--- src/rtl/multi_level_priority_arbiter_pkg.sv ---
// Shared definitions for the multi-level priority arbiter: controller state
// encodings used by the top-level FSM.
package multi_level_priority_arbiter_pkg;

    // IDLE: output register empty, ready to grant.
    // HOLD: output register valid, waiting for the downstream consume.
    typedef enum logic {
        ST_IDLE = 1'b0,
        ST_HOLD = 1'b1
    } arb_state_e;

endpackage

--- src/rtl/multi_level_priority_arbiter_rr_mask_picker.sv ---
// Round-robin picker: returns the first set bit of the candidate mask,
// searching upward from last_grant+1 and wrapping around to way 0.
module rr_mask_picker #(
    parameter int NUM_REQUEST = 4,
    parameter int WAY_WIDTH   = 2
) (
    input  logic [NUM_REQUEST-1:0] candidate_mask,
    input  logic [WAY_WIDTH-1:0]   last_grant,
    output logic [NUM_REQUEST-1:0] winner_onehot
);

    logic                 found;
    logic [WAY_WIDTH-1:0] idx;

    // Scan candidates in rotated order and mark the first one found.
    always_comb begin
        // NOTE: every signal assigned here gets a default first so no path
        // leaves it unassigned, which would infer a latch.
        winner_onehot = '0;
        found         = 1'b0;
        idx           = '0;
        for (int k = 1; k <= NUM_REQUEST; k++) begin
            idx = WAY_WIDTH'((int'(last_grant) + k) % NUM_REQUEST);
            if (!found && candidate_mask[idx]) begin
                winner_onehot[idx] = 1'b1;
                found              = 1'b1;
            end
        end
    end

endmodule

--- src/rtl/multi_level_priority_arbiter.sv ---
// Multi-level priority arbiter with starvation promotion and a single-entry
// output register. The highest effective priority among valid ways wins; ties
// rotate round-robin. A way skipped STARVATION_THRESHOLD times is promoted to
// the top level until it is served.
module multi_level_priority_arbiter
    import multi_level_priority_arbiter_pkg::*;
#(
    parameter int NUM_REQUEST                  = 4,
    parameter int SINGLE_REQUEST_WIDTH_IN_BITS = 64,
    parameter int NUM_PRIORITY_LEVEL           = 4,
    parameter int PRIORITY_WIDTH               = 2,
    parameter int STARVATION_THRESHOLD         = 8,
    parameter int AGE_WIDTH                    = 4
) (
    input  logic                                                clk_in,
    input  logic                                                reset_in,
    input  logic [NUM_REQUEST*SINGLE_REQUEST_WIDTH_IN_BITS-1:0] request_flatted_in,
    input  logic [NUM_REQUEST-1:0]                              request_valid_flatted_in,
    input  logic [NUM_REQUEST*PRIORITY_WIDTH-1:0]               request_priority_flatted_in,
    output logic [NUM_REQUEST-1:0]                              issue_ack_out,
    output logic [SINGLE_REQUEST_WIDTH_IN_BITS-1:0]             request_out,
    output logic [$clog2(NUM_REQUEST)-1:0]                      request_way_out,
    output logic                                                request_valid_out,
    input  logic                                                issue_ack_in
);

    localparam int WAY_WIDTH = $clog2(NUM_REQUEST);
    localparam int DW        = SINGLE_REQUEST_WIDTH_IN_BITS;
    localparam logic [PRIORITY_WIDTH-1:0] TOP_PRIO  = PRIORITY_WIDTH'(NUM_PRIORITY_LEVEL - 1);
    localparam logic [AGE_WIDTH-1:0]      AGE_LIMIT = AGE_WIDTH'(STARVATION_THRESHOLD);
    localparam logic [WAY_WIDTH-1:0]      LAST_WAY  = WAY_WIDTH'(NUM_REQUEST - 1);

    arb_state_e                state;
    logic [AGE_WIDTH-1:0]      age [NUM_REQUEST];
    logic [WAY_WIDTH-1:0]      last_grant;
    logic [PRIORITY_WIDTH-1:0] eff_prio [NUM_REQUEST];
    logic [PRIORITY_WIDTH-1:0] max_prio;
    logic [NUM_REQUEST-1:0]    candidate_mask;
    logic [NUM_REQUEST-1:0]    winner_onehot;
    logic [WAY_WIDTH-1:0]      winner_idx;
    logic                      any_valid;

    assign any_valid = |request_valid_flatted_in;

    // Effective priority: starved ways jump to the top level; out-of-range
    // priority inputs are clamped to the top level.
    always_comb begin
        for (int i = 0; i < NUM_REQUEST; i++) begin
            if (age[i] >= AGE_LIMIT) begin
                eff_prio[i] = TOP_PRIO;
            end else if (request_priority_flatted_in[i*PRIORITY_WIDTH +: PRIORITY_WIDTH] > TOP_PRIO) begin
                eff_prio[i] = TOP_PRIO;
            end else begin
                eff_prio[i] = request_priority_flatted_in[i*PRIORITY_WIDTH +: PRIORITY_WIDTH];
            end
        end
    end

    // Highest effective level among the valid ways.
    always_comb begin
        max_prio = '0;
        for (int i = 0; i < NUM_REQUEST; i++) begin
            if (request_valid_flatted_in[i] && (eff_prio[i] > max_prio)) begin
                max_prio = eff_prio[i];
            end
        end
    end

    // Candidates are the valid ways sitting at that highest level.
    always_comb begin
        for (int i = 0; i < NUM_REQUEST; i++) begin
            candidate_mask[i] = request_valid_flatted_in[i] && (eff_prio[i] == max_prio);
        end
    end

    rr_mask_picker #(
        .NUM_REQUEST (NUM_REQUEST),
        .WAY_WIDTH   (WAY_WIDTH)
    ) u_picker (
        .candidate_mask (candidate_mask),
        .last_grant     (last_grant),
        .winner_onehot  (winner_onehot)
    );

    // Encode the one-hot winner into a way index.
    always_comb begin
        winner_idx = '0;
        for (int i = 0; i < NUM_REQUEST; i++) begin
            if (winner_onehot[i]) begin
                winner_idx = WAY_WIDTH'(i);
            end
        end
    end

    // Grant/hold controller with registered outputs and per-way age tracking.
    always_ff @(posedge clk_in) begin
        // NOTE: state registers use non-blocking assignments so every
        // register samples pre-edge values regardless of statement order.
        if (reset_in) begin
            state             <= ST_IDLE;
            issue_ack_out     <= '0;
            request_out       <= '0;
            request_way_out   <= '0;
            request_valid_out <= 1'b0;
            last_grant        <= LAST_WAY;
            // NOTE: the age array is a handful of flops, not a RAM, and it
            // steers arbitration, so it is reset along with the control state.
            for (int i = 0; i < NUM_REQUEST; i++) begin
                age[i] <= '0;
            end
        end else begin
            issue_ack_out <= '0;
            case (state)
                ST_IDLE: begin
                    if (any_valid) begin
                        request_out       <= request_flatted_in[int'(winner_idx)*DW +: DW];
                        request_way_out   <= winner_idx;
                        request_valid_out <= 1'b1;
                        issue_ack_out     <= winner_onehot;
                        last_grant        <= winner_idx;
                        state             <= ST_HOLD;
                        for (int i = 0; i < NUM_REQUEST; i++) begin
                            if (winner_onehot[i] || !request_valid_flatted_in[i]) begin
                                age[i] <= '0;
                            end else if (age[i] != '1) begin
                                age[i] <= age[i] + 1'b1;
                            end
                        end
                    end
                end
                ST_HOLD: begin
                    if (issue_ack_in) begin
                        request_out       <= '0;
                        request_way_out   <= '0;
                        request_valid_out <= 1'b0;
                        state             <= ST_IDLE;
                    end
                end
                default: state <= ST_IDLE;
            endcase
        end
    end

endmodule

--- config.mk ---
export PLATFORM = sky130hd
export DESIGN_NAME = multi_level_priority_arbiter
export DESIGN_NICKNAME = d
export VERILOG_FILES = /design/src/rtl/multi_level_priority_arbiter_pkg.sv /design/src/rtl/multi_level_priority_arbiter_rr_mask_picker.sv /design/src/rtl/multi_level_priority_arbiter.sv
export SDC_FILE = /design/constraint.sdc
export NUM_CORES = 1
export LEC_CHECK = 0
export BUFFER_PORTS_ARGS = -buffer_cell sky130_fd_sc_hd__buf_2
export CORE_ASPECT_RATIO = 0.5
export CORE_UTILIZATION = 40
export DETAILED_ROUTE_END_ITERATION = 8
export PLACE_DENSITY_LB_ADDON = 0.15
export SLEW_MARGIN = 20
export SYNTH_ARGS = -nofsm -noshare
export SYNTH_HDL_FRONTEND = slang
export SYNTH_SLANG_ARGS = --single-unit
--- constraint.sdc ---
create_clock -name clk_in -period 16.1 [get_ports clk_in]
set_clock_uncertainty 0.05 [all_clocks]
set_input_delay 1.61 -clock clk_in [delete_from_list [all_inputs] [get_ports clk_in]]
set_output_delay 1.61 -clock clk_in [all_outputs]
set_load 0.01 [all_outputs]
==> out/summary.txt, run 1 <==
status: finished, final reports clean
Synth Net Count: 864
GRT busiest layer: met2
Seq pwr share: 0.272
Root Buffer: clkbuf_16
Slew Limit Headroom: 0.3573
Tmin final: 9.444 ns
fin. max-slew vios: 0
Post-CTS Setup Inserts: 0
die area: 0.01543 mm2
worst slew pin tran: 0.9609 ns
DR iter-0 viols: 396
Synth Cell Area: 0.005963 mm2
clk_lat worst skew: 0.34 ns
CTS tree: built
GRT met3 Usage: 0.05112
first-pass GRT wire length: 31,370 um
die extent in x: 174.7 um
ANT nets after route: 0
max-cap viol count: 0
setup TNS: 0 ns
Leak: 3.755 nW
EDFF count, synth: 16
port bufs: 341
post-synth cell types: 71
Yosys reg bits: 90
Comb pwr share: 0.549
GRT Total Usage: 0.2583
IR drop worst, VDD: 80.58 uV
Row Count: 31
Syn. warnings: 0
vias per std cell: 5.800
Synth async-reset ratio: 0
Worst EP arrival: 9.68 ns
Post-CTS Resized: 0
Pwr per Cell Area: 155.5 mW/mm2
CTS clock-pin slew for the worst setup and hold paths: 0.07 ns
post-route clock period utilization: 0.5866
final worst slack: 6.656 ns
Core ar.: 0.01451 mm2
post-DP HPWL: 15,730 um
largest net degree at the start of global routing: 70
Internal: 750.5 uW
Die H: 88.34 um
grt met2 use: 0.4423
Req. time, crit path: 16.34 ns
First-pass DRT Iterations: 5
GR met1 Demand/Resource: 0.3380
layout cells sized above 1: 0.5135
hold bufs inserted after CTS: 0
Final Hold Vio Count: 0
antenna cells: 0
CTS Buf Count: 9
WL/cell: 19.37 um
gpl congestion: 0.9730
Boundary Pins: 342
Crit. End Element: register
Max Clock Freq: 105.9 MHz
synthesized area per cell: 10.43 um2
gr ovfl total: 0
vias in the first global route: 5,906
leading cell type in the layout, fill and taps excluded: buf_2
crit path kind: in2reg
clock buffer depth: 2
Post-Place Setup Slack: 6.278 ns
# H-tree levels: 3
sequential share of the synthesized area: 0.3290
Area growth, synth to finish: 34.66%
Setup violations, final: 0
cell count after synthesis: 572
Psw: 497.9 uW
RSZ-0062 raised after global routing: no
commonest non-fill, non-tap cells in the layout: buf_2, dfxtp_1, mux2_2, a221o_1, a32o_1
Post-Route WL: 21,000 um
via count of the routed design: 6,287
CP Max Fanout: 69
Final Non-Filler Cells: 1,084
Main synth FF type: dfxtp_1
sw frac: 0.3988
dpl cells: 1,067
Starting Density: 0.4111
worst hold path type: reg2reg
initial antenna violation count: 2
Critical Path Source Type: input pin
residual DRC count: 0
clock network fraction of design power: 0.179
CTS sink cnt: 90
NumNets Final: 1,173
[registers in the layout, summed over array words and instances, names as in the netlist]
signal	flops
issue_ack_out	4
age	16
state	1
request_way_out	2
request_valid_out	1
last_grant	2
request_out	64
[synth_stat cells (5+ instances only)]
cell type  count  area, um2
a21oi_1       10      50.05
a221o_1       65      650.6
a32o_1        64      640.6
buf_2         10      50.05
buf_6         11      123.9
clkbuf_1      28      105.1
dfxtp_1       74       1481
edfxtp_1      16      480.5
ha_1          21      262.8
inv_1         22      82.58
mux2_2        67      754.5
nand2_1        9      33.78
nand3_1       15      75.07
nor2_1        33      123.9
nor3_1        10      50.05
nor4_1         5      31.28
xnor2_1        6      52.55
[layer usage]
layer / share of wire / wire length [um]
met5: 0.0013 / 27
met4: 0.017 / 354
met3: 0.057 / 1191
met2: 0.49 / 10250
met1: 0.44 / 9176
[area by class of cell]
class	instances	area, um2
flip-flops and latches	90	1962
multi-input cells	408	3652
fillers	1374	6476
well taps	198	247.7
repair buffers	348	1767
clock inverters	5	57.56
inverters	24	90.09
clock buffers	11	254.0
[critical path, cell delays in order]
cell and delay (ns):
buf_2 0.09, nor2_1 0.20, inv_1 0.15, ha_1 0.37, nor2b_1 0.17, o211ai_1 0.28, a21boi_1 0.32, ha_1 0.29
a21boi_2 0.19, o21ai_2 0.16, nor2_1 0.25, nor2_1 0.08, ha_1 0.31, nor2b_1 0.17, o21ai_1 0.71, mux2_2 0.45
and4_4 0.21, o21ai_4 0.19, inv_2 0.05, mux4_2 0.55, and2_1 0.21, or4_4 0.91, nor3_4 0.91, buf_4 0.56
a221o_1 0.24
[metrics by stage]
stage | total power [mW] | hold WS (ns) | utilization | cell area, um2
after floorplan | 0.8442 | 0.4166 | - | 5963
after global placement | 1.012 | 0.3770 | 0.5311 | 7704
after detailed placement | 1.021 | 0.3887 | 0.5311 | 7704
after CTS | 1.245 | 0.4005 | 0.5525 | 8015
after global routing | 1.324 | 0.4229 | 0.5536 | 8030
final | 1.248 | 0.4011 | 0.5536 | 8030
[cells by family (layout without fill, tap and decap cells)]
logic type               count (synthesis)  after routing  share of synthesized area
buffers and inverters                   74            388                    0.06316
AND/OR/NAND/NOR                        107            107                    0.09715
XOR/XNOR                                10             10                    0.01469
AO/OA/AOI/OAI                          199            199                     0.3166
multiplexers                            71             71                     0.1353
adder cells (fa/ha/maj)                 21             21                    0.04406
flip-flops                              90             90                     0.3290
[worst paths after layout]
kind / from / end / slack [ns] / cells past startpoint
max: request_priority_flatted_in[3] / request_out[28] / 6.66 / 25
min reg2reg: request_valid_out / request_valid_out / 0.40 / 2
min: request_valid_out / request_valid_out / 0.40 / 2
max reg2reg: age[0][3] / request_out[28] / 7.45 / 23
[power by group through the flow]
stage	Clock (mW)	Combinational, mW	Sequential (mW)
detailed placement	0	0.677	0.344
floorplan	0	0.483	0.361
global placement	0	0.669	0.343
global route	0.237	0.739	0.348
finish	0.223	0.685	0.340
CTS	0.226	0.679	0.340
Power figures use the tool's default switching activity.
==> run 2: changes to the inputs <==
==> constraint.sdc (replaced) <==
create_clock -name clk_in -period 8.1 [get_ports clk_in]
set_clock_uncertainty 0.05 [all_clocks]
set_input_delay 0.81 -clock clk_in [delete_from_list [all_inputs] [get_ports clk_in]]
set_output_delay 0.81 -clock clk_in [all_outputs]
set_load 0.01 [all_outputs]
==> run 2 against run 1 <==
Net effect:
- flip-flop and latch count unchanged
- sequential share of layout area decreased by 0.15 points
- die area unchanged
- setup slack got worse by 5.9 ns
- register-to-register slack got worse by 6.6 ns
- clock-buffer cell count unchanged
- via count decreased by 0.27%
- combinational power increased by 100%
- non-clock buffer count increased by 6
- critical path depth increased by 2
- power increased by 100%
- critical endpoint is now request_out[27]
- largest cell class unchanged
- highest routed layer unchanged
==> out/summary.txt, run 2 (synthesis results as in run 1) <==
Max Clock Freq: 136.5 MHz
Starting Density: 0.4111 (unchanged)
max-cap viol count: 0 (unchanged)
largest net degree at the start of global routing: 66 (-5.7%)
hold_ws: 0.4180 ns (+0.01698 ns)
Leak: 3.787 nW (+0.84%)
port bufs: 341 (unchanged)
Core ar.: 0.01451 mm2 (unchanged)
GRT Total Usage: 0.2550 (-0.003334)
hold bufs inserted after CTS: 0 (unchanged)
Post-Route WL: 20,980 um (about the same)
NumNets Final: 1,179 (+0.51%)
vias in the first global route: 5,747 (-2.7%)
Critical Path Source Type: input pin
Post-CTS Setup Inserts: 0 (unchanged)
residual DRC count: 0 (unchanged)
Boundary Pins: 342 (unchanged)
Post-CTS Resized: 0 (unchanged)
Die H: 88.34 um (unchanged)
Slew Limit Headroom: 0.4932 (+0.1359)
via count of the routed design: 6,270 (-0.27%)
Biggest register: request_out
vias per std cell: 5.752 (-0.82%)
worst hold path type: reg2reg
post-route clock period utilization: 0.9046
Pwr per Cell Area: 308.4 mW/mm2 (+98%)
crit path kind: in2reg
clock buffer depth: 2 (unchanged)
antenna cells: 0 (unchanged)
Final Power: 2.492 mW (+100%)
leading cell type in the layout, fill and taps excluded: buf_2
status: finished, final reports clean
layout cells sized above 1: 0.5179 (+0.004393)
Row Count: 31 (unchanged)
Crit. End Element: register
Setup violations, final: 0 (unchanged)
die area: 0.01543 mm2 (unchanged)
CTS clock-pin slew for the worst setup and hold paths: 0.07 ns (about the same)
# H-tree levels: 3 (unchanged)
initial antenna violation count: 1 (-1)
Req. time, crit path: 8.34 ns (-8.00 ns)
commonest non-fill, non-tap cells in the layout: buf_2, dfxtp_1, mux2_2, a221o_1, a32o_1
IR drop worst, VDD: 142.1 uV (+76%)
fin. max-slew vios: 0 (unchanged)
max reg flops: 64 (unchanged)
CP Max Fanout: 53 (-23%)
die extent in x: 174.7 um (unchanged)
gr ovfl total: 0 (unchanged)
Area growth, synth to finish: 35.50%
Tmin final: 7.328 ns
ANT nets after route: 0 (unchanged)
first-pass GRT wire length: 30,910 um (-1.5%)
WL/cell: 19.25 um (-0.63%)
setup TNS: 0 ns (unchanged)
Final Hold Vio Count: 0 (unchanged)
Worst EP arrival: 7.56 ns (-2.12 ns)
gpl congestion: 0.8926 (-8.3%)
First-pass DRT Iterations: 5 (unchanged)
CTS sink cnt: 90 (unchanged)
biggest regs: request_out x64, age x16, issue_ack_out x4
worst slew pin tran: 0.7602 ns (-0.2007 ns)
clk_lat worst skew: 0.33 ns (about the same)
CTS Buf Count: 9 (unchanged)
CTS tree: built
Root Buffer: clkbuf_16
RSZ-0062 raised after global routing: no
DR iter-0 viols: 367 (-7.3%)
post-DP HPWL: 15,900 um (+1.1%)
[run 2: layer usage]
layer	global-route usage	vias to the layer above	share of wire
li1	-	2966	-
met1	0.3342	3042	0.44
met2	0.4307	230	0.49
met3	0.05627	30	0.057
met4	0.06482	2	0.014
met5	0	-	0.00062
[run 2: path summary, 6_finish.rpt]
kind | startpoint | to | slack (ns) | cells after the start
min | request_valid_out | request_valid_out | 0.42 | 2
max | request_priority_flatted_in[3] | request_out[27] | 0.77 | 27
max reg2reg | age[0][3] | request_out[27] | 0.81 | 24
min reg2reg | request_valid_out | request_valid_out | 0.42 | 2
[run 2: final cells by class]
| cell class | count | area [um2] |
|---|---|---|
| clock inverter | 5 | 58.81 |
| clock buffer | 11 | 252.7 |
| tap | 198 | 247.7 |
| multi-input combinational | 408 | 3652 |
| inverter | 24 | 90.09 |
| sequential | 90 | 1962 |
| timing repair buffer | 354 | 1817 |
| fill | 1390 | 6426 |
[run 2: critical path, cell delays in order]
cell	delay, ns
buf_2	0.09
nor2_1	0.19
inv_1	0.14
ha_1	0.37
nor2b_1	0.23
o21ai_2	0.13
a21oi_1	0.24
inv_1	0.08
ha_1	0.30
nor2b_1	0.17
o21a_1	0.23
a211oi_2	0.26
nor2_1	0.08
ha_1	0.30
nor2b_1	0.16
o21ai_1	0.33
buf_4	0.24
o2111ai_1	0.20
and4_4	0.27
o21ai_4	0.18
inv_2	0.05
mux4_2	0.55
and2_1	0.21
or4_4	0.85
nor3_4	0.27
buf_4	0.39
a221o_1	0.22
[run 2: power breakdown]
group          switching [mW]  internal (mW)
sequential             0.0837          0.593
clock                   0.185          0.258
combinational           0.721          0.652
[run 2: stage by stage]
step	util	cell area [um2]	cells	worst slack [ns]
after floorplan	-	5963	572	1.373
after global placement	0.5355	7769	1074	0.6154
after detailed placement	0.5355	7769	1074	0.4971
after CTS	0.5570	8080	1090	0.8158
after global routing	0.5570	8080	1090	0.3482
final	0.5570	8080	1090	0.7724
